## src/rtl/beans_fifo_if.sv

```systemverilog
// beans_fifo_if: valid/ready handshake bundle for beans_fifo.
//   in_valid/in_ready/in_data    : producer -> FIFO write side
//   out_valid/out_ready/out_data : FIFO -> consumer read side
// Modports:
//   master : the environment (drives in_valid, in_data, out_ready)
//   slave  : the FIFO (drives in_ready, out_valid, out_data)
interface beans_fifo_if #(
    parameter int unsigned WIDTH = 8
);
    logic             in_valid;
    logic             in_ready;
    logic [WIDTH-1:0] in_data;
    logic             out_valid;
    logic             out_ready;
    logic [WIDTH-1:0] out_data;

    modport master (
        output in_valid, in_data, out_ready,
        input  in_ready, out_valid, out_data
    );

    modport slave (
        input  in_valid, in_data, out_ready,
        output in_ready, out_valid, out_data
    );
endinterface

```

## src/rtl/beans_fifo.sv

```systemverilog
// beans_fifo: synchronous first-word-fall-through FIFO, single clock domain.
// Ports:
//   clk         : clock, all state changes on rising edge
//   rst         : synchronous active-high reset (highest priority)
//   flush       : synchronous clear of pointers, count and overflow
//   bus         : beans_fifo_if.slave handshake bundle (write and read sides)
//   count       : occupancy 0..DEPTH
//   full/empty  : count == DEPTH / count == 0
//   almost_full : count >= AF_LEVEL
//   overflow    : sticky, set by in_valid while full; cleared by rst/flush
module beans_fifo #(
    parameter  int unsigned WIDTH    = 8,
    parameter  int unsigned DEPTH    = 16,
    parameter  int unsigned AF_LEVEL = DEPTH - 2,
    localparam int unsigned CW       = $clog2(DEPTH + 1)
) (
    input  logic              clk,
    input  logic              rst,
    input  logic              flush,
    beans_fifo_if.slave       bus,
    output logic [CW-1:0]     count,
    output logic              full,
    output logic              empty,
    output logic              almost_full,
    output logic              overflow
);
    localparam int unsigned PW = $clog2(DEPTH);

    logic [WIDTH-1:0] mem [DEPTH];
    logic [PW-1:0]    wr_ptr;
    logic [PW-1:0]    rd_ptr;
    logic             push;
    logic             pop;

    // Flags come from the registered count only, so the handshake outputs
    // never depend combinationally on in_valid/out_ready.
    always_comb begin
        full          = (count == CW'(DEPTH));
        empty         = (count == '0);
        almost_full   = (count >= CW'(AF_LEVEL));
        bus.in_ready  = !full;
        bus.out_valid = !empty;
        bus.out_data  = mem[rd_ptr];
        push          = bus.in_valid && !full;
        pop           = !empty && bus.out_ready;
    end

    always_ff @(posedge clk) begin
        if (rst || flush) begin
            wr_ptr   <= '0;
            rd_ptr   <= '0;
            count    <= '0;
            overflow <= 1'b0;
        end else begin
            if (push)
                wr_ptr <= wr_ptr + PW'(1);
            if (pop)
                rd_ptr <= rd_ptr + PW'(1);
            if (push && !pop)
                count <= count + CW'(1);
            else if (pop && !push)
                count <= count - CW'(1);
            if (bus.in_valid && full)
                overflow <= 1'b1;
        end
    end

    // Storage is never cleared; a push in a rst/flush cycle is discarded.
    always_ff @(posedge clk) begin
        if (push && !rst && !flush)
            mem[wr_ptr] <= bus.in_data;
    end
endmodule

```

## src/flat_wrapper.sv

```systemverilog
// flat-port wrapper written by rule: the top's interface ports become plain ports
module beans_fifo_flat 
#(
    parameter  int unsigned WIDTH    = 8,
    parameter  int unsigned DEPTH    = 16,
    parameter  int unsigned AF_LEVEL = DEPTH - 2,
    localparam int unsigned CW       = $clog2(DEPTH + 1)
)
  (clk, rst, flush, count, full, empty, almost_full, overflow, bus_in_valid, bus_in_data, bus_out_ready, bus_in_ready, bus_out_valid, bus_out_data);
  beans_fifo_if #(.WIDTH(WIDTH)) bus_i ();
  input  logic clk;
  input  logic rst;
  input  logic flush;
  output logic [CW-1:0] count;
  output logic full;
  output logic empty;
  output logic almost_full;
  output logic overflow;
  input wire logic [$bits(bus_i.in_valid)-1:0] bus_in_valid;
  input wire logic [$bits(bus_i.in_data)-1:0] bus_in_data;
  input wire logic [$bits(bus_i.out_ready)-1:0] bus_out_ready;
  output wire logic [$bits(bus_i.in_ready)-1:0] bus_in_ready;
  output wire logic [$bits(bus_i.out_valid)-1:0] bus_out_valid;
  output wire logic [$bits(bus_i.out_data)-1:0] bus_out_data;
  assign bus_i.in_valid = bus_in_valid;
  assign bus_i.in_data = bus_in_data;
  assign bus_i.out_ready = bus_out_ready;
  assign bus_in_ready = bus_i.in_ready;
  assign bus_out_valid = bus_i.out_valid;
  assign bus_out_data = bus_i.out_data;
  beans_fifo #(.WIDTH(WIDTH), .DEPTH(DEPTH), .AF_LEVEL(AF_LEVEL)) u_core (.clk(clk), .rst(rst), .flush(flush), .bus(bus_i), .count(count), .full(full), .empty(empty), .almost_full(almost_full), .overflow(overflow));
endmodule
```

## config.mk

```make
export PLATFORM = sky130hd
export DESIGN_NAME = beans_fifo_flat
export DESIGN_NICKNAME = d
export VERILOG_FILES = /design/src/rtl/beans_fifo_if.sv /design/src/rtl/beans_fifo.sv /design/src/flat_wrapper.sv
export SDC_FILE = /design/constraint.sdc
export NUM_CORES = 1
export LEC_CHECK = 0
export BUFFER_PORTS_ARGS = -buffer_cell sky130_fd_sc_hd__buf_2
export CAP_MARGIN = 30
export CORE_ASPECT_RATIO = 0.5
export CORE_MARGIN = 10
export CORE_UTILIZATION = 47
export DETAILED_ROUTE_END_ITERATION = 8
export HOLD_SLACK_MARGIN = 0.03
export PLACE_DENSITY = 0.72
export SLEW_MARGIN = 40
export SYNTH_ARGS = -nofsm -noshare
export SYNTH_HDL_FRONTEND = slang
export SYNTH_SLANG_ARGS = --single-unit
```

## constraint.sdc

```tcl
create_clock -name clk -period 3.7 [get_ports clk]
set_input_delay 0.37 -clock clk [delete_from_list [all_inputs] [get_ports clk]]
set_output_delay 0.37 -clock clk [all_outputs]
set_load 0.02 [all_outputs]
```

======== Word level (Yosys, flattened, before mapping) ========
Memory sizes are Yosys's and may differ from the RTL's. A register that Yosys moved wholly into a read port is not among the register bits.
Cells that the tools add are included.
word-level totals
  input port bits ......................... 13
  bits in read-only memories .............. 0
  memories ................................ 1
  memory bits (writable) .................. 128
  output and inout port bits .............. 19
  bits in latches ......................... 0
  flip-flop bits (word level) ............. 14
  logic and storage cells ................. 33
memories
  name        depth  width  rd ports  clocked after memory_dff  wr ports  line              RTL
  u_core.mem  16     8      1         1                         1         beans_fifo.sv:29  logic [WIDTH-1:0] mem [DEPTH];
cells by class
  shift operators ......................... 0
  eq/ne operators ......................... 1
  bitwise logic cells ..................... 0
  reduce and logical (&&, ||, !) cells .... 16
  muxes and demuxes ....................... 6
  order comparisons ....................... 1
  $add $sub $neg .......................... 4
  multipliers ............................. 0
  div/mod/pow operators ................... 0
operators by type and width
  operator               count
  $mux W5                2
  $add A4 B1 Y4 const B  2
  $mux W4                2
  $logic_and A1 B1 Y1    7
  $logic_not A1 Y1       6
  $add A5 B1 Y5 const B  1
  $eq A5 B5 Y1 const B   1
  $ge A5 B4 Y1 const B   1
  $logic_not A5 Y1       1
  $sub A5 B1 Y5 const B  1
  $mux W1                2
  $reduce_bool A2 Y1     1
  $logic_or A1 B1 Y1     1

======== Logic depth before layout (Yosys ltp) ========
Gate-level depths: netlist of run 1.
  depth in word-level cells ............... 7
  depth in mapped cells ................... 9
  depth with buffers taken out ............ 9

======== Worst setup path before layout of run 1 ========
Ideal clock, no wire load.
  path type ............................... register to register
  start point ............................. reg u_core.count[0]
  end point ............................... reg u_core.count[3]
  data arrival time ....................... 2.474 ns
  cell stages (with the launch flop) ...... 10
  clock period less this slack ............ 2.596 ns
  buffers on the path ..................... 0
  data required time ...................... 3.578 ns
  setup slack ............................. 1.104 ns
  library setup time ...................... 0.122 ns
  cell sequence ........................... dfxtp_1 > or4_4 > o21ai_4 > ha_1 > inv_1 > ha_1 > a21o_2 > a21oi_1 > nor4_1 > a311o_1
on the way
  word-level cells in the longest chain between the ends .. 6
  elaborated cells between the ends (all ways) .. 15
  those cells by class .................... add/sub: 2; eq/ne: 1; mux: 2; reduce/logical: 10
ends and longest elaborated chain
  what                                                                   line              RTL
  start, declared                                                        beans_fifo.sv:21  output logic [CW-1:0] count,
  start signal, assigned                                                 beans_fifo.sv:60  count <= count + CW'(1);
  start signal, assigned                                                 beans_fifo.sv:62  count <= count - CW'(1);
  parallel branches: the longest is 6 deep, another holds $sub A5 B1 Y5  -
Parallel ways; which one is timed is not known. The select of a mux whose other input is x is not followed.
A chain may end at the register's enable or synchronous reset.

======== Worst setup path in the final report of run 1 ========
  start point ............................. reg u_core.count[0]
  end point ............................... reg u_core.count[3]
on the way
  word-level cells in the longest chain between the ends .. 6
  elaborated cells between the ends (all ways) .. 15
  those cells by class .................... add/sub: 2; eq/ne: 1; mux: 2; reduce/logical: 10
ends and longest elaborated chain
  what                          line              RTL
  $eq A5 B5 Y1 *                beans_fifo.sv:38  full = (count == CW'(DEPTH));
  $logic_not A1 Y1 *            beans_fifo.sv:44  push = bus.in_valid && !full;
  $logic_and A1 B1 Y1 *         beans_fifo.sv:44
  net u_core.push               beans_fifo.sv:32  logic push;
  $logic_not A1 Y1              beans_fifo.sv:61  else if (pop && !push)
  $logic_and A1 B1 Y1           beans_fifo.sv:61
  $reduce_bool A2 Y1 (no line)  -
Mark *: on every way through the listed nets, which the timed path passes. The rest lies on a longest branch. The select of a mux whose other input is x is not followed.

==> results.toml, run 1 <==
[cells_and_area]
area_delta_synth_final_pct = 16.54
mostFrequentLayoutCells = "128 x edfxtp_1, 32 x mux4_2, 31 x buf_2, 22 x nor2_1"
fin_nets = 377
drive_gt1_share_pct = 31.88
final_common_cell = "edfxtp_1"
num_antenna_cells = 0

[routing]
viasPerCell = 5.592
drt_drc_violations_left = 0
routed_wl_um = 11820
route.vias.total = 2975
ant_nets = 0
first_pass_iters = 5
wire_per_inst_um = 22.23
drt-initial-drc-count = 228

[clocking]
path_clk_slew_ns = 0.06
insertion_delay_ns = 0.42
ctsLongestPathBuffers = 2
cts_buffers = 17
cts.hold.buffers_added = 0
cts.sinks = 146
cts_tree = "built"
clock-root-buffer = "clkbuf_16"
postCtsSetupBuffers = 0
htreeDepth = 4
ctsResizeCount = 0

[placed_design]
place.gp.congestion = 0.8264
io_buffer_count = 31
post-dp-hpwl_um = 7509

[power]
p_int_w = 0.003028
seqPwrFrac_pct = 45.8
power_frac_clock_pct = 42.1
p_comb_share_pct = 12.1
sw_frac_of_total_pct = 25.43
vdd_drop_max_mv = 0.4457
p_sw_w = 0.001032
pwr_density_cell_nw_per_um2 = 602.8
power_leakage_nw = 2.242

[floorplanning]
ios = 32
die_y_um = 98.42
die_w_um = 176.8
start_util_pct = 48.53
core-area_um2 = 11910
fp-row-count = 28
die_area_um2 = 17400

[grt]
globalRouteMet3Util_pct = 4.874
grt_pass1_wl_um = 18690
grt.busiest_layer = "met2"
met2_usage_pct = 22.20
grt_pass1_vias = 3194
grt-ovfl-total = 0
grt_max_degree = 33
antenna_found_initial = 0
track_usage_pct = 14.28
use_met1_pct = 18.73

[sta]
hold_viol = 0
worst_pin_slew_ns = 0.8336
final.min_clock_period_ns = 2.911
fin_setup_tns_ns = 0
skew_ns = 0.01787
grt_setup_unrepaired = "no"
holdWs_ns = 0.2639
relSlewSlack_pct = 44.22
finalSetupViolations = 0
final_max_slew_viol_count = 0
fmax_mhz = 343.5
fin_crit_sh_pct = 78.69

[setup_path]
critical_path.top_delay_family = "compound AO/OA/AOI/OAI gates"
cp.buffers_inverters = 1
crit_path_start_kind = "register"
slowest_delay_ns = 0.64
crit_required_ns = 4.01
path_class = "register to register"
cp-end-kind = "register"
crit_path_cell_trace = "nor4_1, a21boi_2, ha_1, inv_1, ha_1, a21o_2, a21oi_1, nor4_1, a311o_1"
cpMaxStageDelayCell = "nor4_1"
worstPathArrival_ns = 3.22
cp_max_fo = 8

[synthesis]
synth_seq_cells = 146
synth_top_area_share_pct = 66.49
yosys_warnings = 0
ys_types = 36
syn_inst = 315
synth_top_cell_by_area = "edfxtp_1"
synth_edf_count = 128
synth_fp_nets = 338
ys_top_cells_by_area = "edfxtp_1 66%, mux4_2 12%, dfxtp_1 6.2%"
syn-cell-area_um2 = 5781
ys.flop_type = "edfxtp_1"
postSynthAreaPerCell_um2 = 18.35
synth_seq_area_share_pct = 72.73
async_flop_share_pct = 0

[worst_hold_path]
hold_class = "input pin to register"

[outcome]
outcome = "finished, final reports clean"

[run]
max_cap_viol_count = 0
## per-layer routing
layer	wire length [µm]	up-vias
li1	-	1340
met1	5179	1513
met4	89	0
met3	837	9
met5	0	-
met2	5718	113
## final timing paths
path | from | endpoint | slack, ns | cells past startpoint
setup / recovery | u_core.count[0] | u_core.count[3] | 0.79 | 9
hold / removal | bus_in_valid | u_core.overflow | 0.26 | 3
setup reg to reg | u_core.count[0] | u_core.count[3] | 0.79 | 9
hold reg to reg | u_core.overflow | u_core.overflow | 0.48 | 2
## logic make-up after synthesis
| logic type | share of synthesized area (%) |
|---|---|
| DFF | 72.73 |
| and+or+nand+nor | 5.152 |
| muxes | 12.99 |
| AOI/OAI and AO/OA | 4.524 |
| buffers and inverters | 1.407 |
| adders and majority gates | 2.294 |
| xor gates and xnor gates | 0.9091 |
## registers in the layout (all words and copies together), names as in the netlist, named ones only
signal and count:
u_core.mem 128, u_core.count 5, u_core.rd_ptr 4, u_core.wr_ptr 4
u_core.overflow 1
## area by class of cell
class,count,area [µm²]
Clock buffer,18,429.2
Clock inverter,14,167.7
Fill cell,900,5175
Inverter,6,22.52
Multi-Input combinational cell,150,1523
Sequential cell,146,4205
Tap cell,165,206.4
Timing Repair Buffer,33,182.7
## power by group through the flow
| stage | Clock, W | Combinational [W] | Sequential (W) |
|---|---|---|---|
| global route | 0.00182 | 0.000533 | 0.00187 |
| global placement | 0 | 0.000461 | 0.00189 |
| finish | 0.00171 | 0.000491 | 0.00186 |
| detailed placement | 0 | 0.000486 | 0.00190 |
| CTS | 0.00174 | 0.000489 | 0.00186 |
| floorplan | 0 | 0.000341 | 0.00189 |
## tightest hold or removal path, cell delays in order
cell and delay [ns]:
buf_2 0.14, a21oi_1 0.07, nor2_1 0.07
## metrics by stage
step	instance area, µm²	total power [W]	utilization (%)	setup WS [ns]	cells
floorplan	5781	0.002228	-	1.104	315
global placement	6112	0.002351	51.31	1.109	500
detailed placement	6112	0.002381	51.31	0.8957	500
CTS	6709	0.004086	56.32	0.7531	532
global route	6736	0.004216	56.55	0.6421	532
finish	6736	0.004061	56.55	0.7885	532
## synthesized netlist by cell type (2+ instances only)
library cell / instances
edfxtp_1: 128
nor2_1: 33
mux4_2: 32
dfxtp_1: 18
nand2_1: 17
a22oi_1: 16
ha_1: 9
inv_1: 6
a21oi_1: 5
clkbuf_1: 5
nand3_1: 5
buf_1: 4
xor2_1: 4
mux2i_1: 3
a31o_2: 2
buf_2: 2
buf_4: 2
nor2b_1: 2
nor4_1: 2
o211ai_1: 2
or2_2: 2
xnor2_1: 2
(Power assumes the default switching activity.)
==> run 2, diff against run 1 <==
clock period = 2.9 ns   (was 3.7 ns; I/O delays follow)
==> results.toml, run 2 (synthesis results as in run 1) <==
[sta]
final_max_slew_viol_count = 0
fmax_mhz = 362.0
fin_crit_sh_pct = 95.25
final.min_clock_period_ns = 2.762
fin_setup_tns_ns = 0
skew_ns = 0.01071
worst_pin_slew_ns = 0.7701
hold_viol = 0
relSlewSlack_pct = 48.55
grt_setup_unrepaired = "no"
finalSetupViolations = 0

[grt]
grt_pass1_vias = 3348
antenna_found_initial = 0
track_usage_pct = 14.90
grt_pass1_wl_um = 19340
grt-ovfl-total = 0
grt_max_degree = 33

[power]
vdd_drop_max_mv = 0.5545
pwr_density_cell_nw_per_um2 = 780.4
finalPower_w = 0.005401
power_leakage_nw = 2.357

[cells_and_area]
regArea_um2 = 4205
area_delta_synth_final_pct = 19.72
fill_cells = 875
mostFrequentLayoutCells = "128 x edfxtp_1, 32 x mux4_2, 32 x nor2_1, 31 x buf_2, 18 x buf_4"
largest_register_ffs = 128
fin_nets = 394
multi_input_area_um2 = 1538
num_antenna_cells = 0
final_common_cell = "edfxtp_1"
reg_top3 = "u_core.mem (128), u_core.count (5)"
regMostFlops = "u_core.mem"
stdcell_area_um2 = 6920
drive_gt1_share_pct = 33.85

[worst_hold_path]
hold_class = "input pin to register"

[routing]
first_pass_iters = 5
ant_nets = 0
drt-initial-drc-count = 299
wire_per_inst_um = 23.04
drt_drc_violations_left = 0
viasPerCell = 5.692
route.vias.total = 3125
routed_wl_um = 12650

[clocking]
cts.sinks = 146
cts.hold.buffers_added = 0
path_clk_slew_ns = 0.06
insertion_delay_ns = 0.42
htreeDepth = 4
clock-root-buffer = "clkbuf_16"
cts_tree = "built"
ctsLongestPathBuffers = 2
cts_buffers = 17

[floorplanning]
fp-row-count = 28
die_y_um = 98.42
core-area_um2 = 11910
ios = 32
die_w_um = 176.8
start_util_pct = 48.53
die_area_um2 = 17400

[outcome]
outcome = "finished, final reports clean"

[run]
max_cap_viol_count = 0

[placed_design]
place.gp.congestion = 0.8649
dpl_cell_area_um2 = 6225
post-dp-hpwl_um = 7694
io_buffer_count = 31

[setup_path]
cp-end-kind = "register"
path_class = "register to register"
worstPathArrival_ns = 3.07
cp_max_fo = 6
crit_path_start_kind = "register"
crit_required_ns = 3.20
-- run 2: critical path, stage by stage, from the launching register on --
cell     delay (ns)
dfxtp_1        0.39
or4_4          0.61
o21ai_4        0.20
ha_1           0.19
inv_1          0.15
ha_1           0.31
a21o_2         0.22
a21oi_2        0.17
nor4_1         0.07
a311o_1        0.35
-- run 2: stage by stage --
stage	util, %	worst slack (ns)	hold slack [ns]	cells
6_report	58.10	0.1378	0.1983	549
5_1_grt	58.10	0.03637	0.2137	549
4_1_cts	57.62	0.1125	0.1865	547
3_5_place_dp	52.26	0.1382	0.4679	515
3_3_place_gp	52.26	0.3165	0.4571	515
2_1_floorplan	-	0.3037	0.3889	315
-- run 2: layer usage --
| layer | track usage [%] | vias to the layer above | wire length [µm] |
|---|---|---|---|
| li1 | - | 1371 | - |
| met1 | 18.41 | 1615 | 5216 |
| met2 | 24.25 | 124 | 6382 |
| met3 | 4.646 | 15 | 879 |
| met4 | 5.652 | 0 | 170 |
| met5 | 0 | - | 0 |
-- run 2: what timing repair did --
action | 4_1_cts | 5_1_grt
resized for setup | 0 | 5
endpoints found under the setup margin | 0 | 2
buffers inserted | 0 | 2
-- run 2: worst paths after layout --
check	start	endpoint	slack, ns	depth (start not counted)
hold / removal	bus_in_valid	u_core.overflow	0.20	3
setup / recovery	u_core.count[0]	u_core.count[3]	0.14	9
setup reg to reg	u_core.count[0]	u_core.count[3]	0.14	9
hold reg to reg	u_core.overflow	u_core.overflow	0.48	2
-- run 2: final cells by class --
type	count	share of cell area [%]
Sequential cell	146	60.77
Multi-Input combinational cell	150	22.22
Clock buffer	17	6.147
Timing Repair Buffer	50	4.484
Clock inverter	15	3.074
Tap cell	165	2.983
Inverter	6	0.3254
-- run 2: report_power, final --
group          total [W]  internal, W  leakage (nW)  switching, W
clock            0.00234      0.00140         0.307      0.000943
sequential       0.00236      0.00231          1.30     0.0000487
combinational   0.000697     0.000294         0.752      0.000403
==> run 3, diff against run 2 <==
--- a/config.mk
+++ b/config.mk
@@ -8,3 +8,2 @@
 export BUFFER_PORTS_ARGS = -buffer_cell sky130_fd_sc_hd__buf_2
-export CAP_MARGIN = 30
 export CORE_ASPECT_RATIO = 0.5
==> constraint.sdc (replaced) <==
create_clock -name clk -period 2.9 [get_ports clk]
set_input_delay 0 -clock clk [delete_from_list [all_inputs] [get_ports clk]]
set_output_delay 0 -clock clk [all_outputs]
set_load 0.02 [all_outputs]
==> results.toml, run 3 (synthesis results as in run 1) <==
[floorplanning]
die_w_um = 176.8
die_area_um2 = 17400
die_y_um = 98.42
start_util_pct = 48.53
fp-row-count = 28
core-area_um2 = 11910
ios = 32

[clocking]
path_clk_slew_ns = 0.07
ctsLongestPathBuffers = 2
insertion_delay_ns = 0.41
clock-root-buffer = "clkbuf_16"
cts_tree = "built"
cts.sinks = 146
htreeDepth = 4
cts_buffers = 17

[power]
vdd_drop_max_mv = 0.4896
power_leakage_nw = 2.377
pwr_density_cell_nw_per_um2 = 742.5
finalPower_w = 0.005164

[setup_path]
crit_path_start_kind = "register"
crit_required_ns = 3.25
cp-end-kind = "register"
worstPathArrival_ns = 3.06
r2r-start = "u_core.count[0]"
cp_max_fo = 6
path_class = "register to register"
critPathLaunch = "u_core.count[0]"
reg2reg_depth = 9

[worst_hold_path]
hold_class = "input pin to register"
holdCritStartpoint = "rst"
holdPathStages = 3

[cells_and_area]
area_delta_synth_final_pct = 20.30
drive_gt1_share_pct = 31.14
mostFrequentLayoutCells = "128 x edfxtp_1, 32 x mux4_2, 31 x nor2_1, 31 x buf_2"
fin_nets = 405
final_common_cell = "edfxtp_1"
num_antenna_cells = 0
regMostFlops = "u_core.mem"
largest_register_ffs = 128
reg_top3 = "u_core.mem (128), u_core.count (5)"

[placed_design]
place.gp.congestion = 0.8379
place_ws_ns = 0.1568
post-dp-hpwl_um = 7379
io_buffer_count = 31

[grt]
grt-ovfl-total = 0
antenna_found_initial = 0
grt_max_degree = 33
track_usage_pct = 13.94
grt_pass1_vias = 3313
grt_pass1_wl_um = 18480

[run]
max_cap_viol_count = 0

[sta]
relSlewSlack_pct = 45.56
finalSetupViolations = 0
fin_setup_tns_ns = 0
hold_viol = 0
fin_crit_sh_pct = 93.40
final_max_slew_viol_count = 0
worst_pin_slew_ns = 0.8135
setup_slack_ns = 0.1914
final.min_clock_period_ns = 2.709
skew_ns = 0.009668
fmax_mhz = 369.2

[routing]
first_pass_iters = 4
route.vias.total = 3112
drt_drc_violations_left = 0
drt-initial-drc-count = 238
routed_wl_um = 11570
wire_per_inst_um = 20.67
viasPerCell = 5.557
ant_nets = 0

[outcome]
outcome = "finished, final reports clean"
-- run 3: per-layer routing --
metal | GRT usage (%) | vias to the layer above | part of all wire (%)
met5 | 0 | - | 0
met1 | 18.07 | 1589 | 43
met2 | 21.56 | 116 | 48
met4 | 4.239 | 0 | 1.2
li1 | - | 1390 | -
met3 | 5.141 | 17 | 8.2
-- run 3: path summary, 6_finish.rpt --
kind | to | slack (ns)
setup / recovery | u_core.count[4] | 0.19
hold / removal | u_core.overflow | 0.10
setup reg to reg | u_core.count[4] | 0.19
hold reg to reg | u_core.overflow | 0.48
-- run 3: through the flow --
step	instance area, µm²	utilization (%)	hold slack, ns	std cells
2_1_floorplan	5781	-	0.09887	315
3_3_place_gp	6202	52.07	0.3083	512
3_5_place_dp	6202	52.07	0.3269	512
4_1_cts	6928	58.16	0.09281	558
5_1_grt	6954	58.38	0.1370	560
6_report	6954	58.38	0.1033	560
-- run 3: power breakdown --
| group | switching [W] | internal (W) | total, W |
|---|---|---|---|
| clock | 0.000924 | 0.00122 | 0.00215 |
| combinational | 0.000378 | 0.000283 | 0.000660 |
| sequential | 0.0000432 | 0.00231 | 0.00236 |
-- run 3: timing repair --
action,in CTS,in global routing
hold buffers,14,0
endpoints found under the hold margin,134,0
setup buffers,0,2
setup endpoints to repair,0,2
resized for setup,0,1
-- run 3: cell type report --
cell class                      instances  area, µm²
Fill cell                             890       4957
Sequential cell                       146       4205
Multi-Input combinational cell        150       1506
Timing Repair Buffer                   61      427.9
Clock buffer                           17      425.4
Tap cell                              165      206.4
Clock inverter                         15      160.2
Inverter                                6      22.52
-- run 3: critical path, cell delays in order (launching register included) --
cell and delay (ns):
dfxtp_1 0.39, or4_4 0.61, o21ai_4 0.20, ha_1 0.19
inv_1 0.11, ha_1 0.36, nand3_1 0.14, a211o_1 0.30
a211oi_1 0.21, a31o_2 0.14
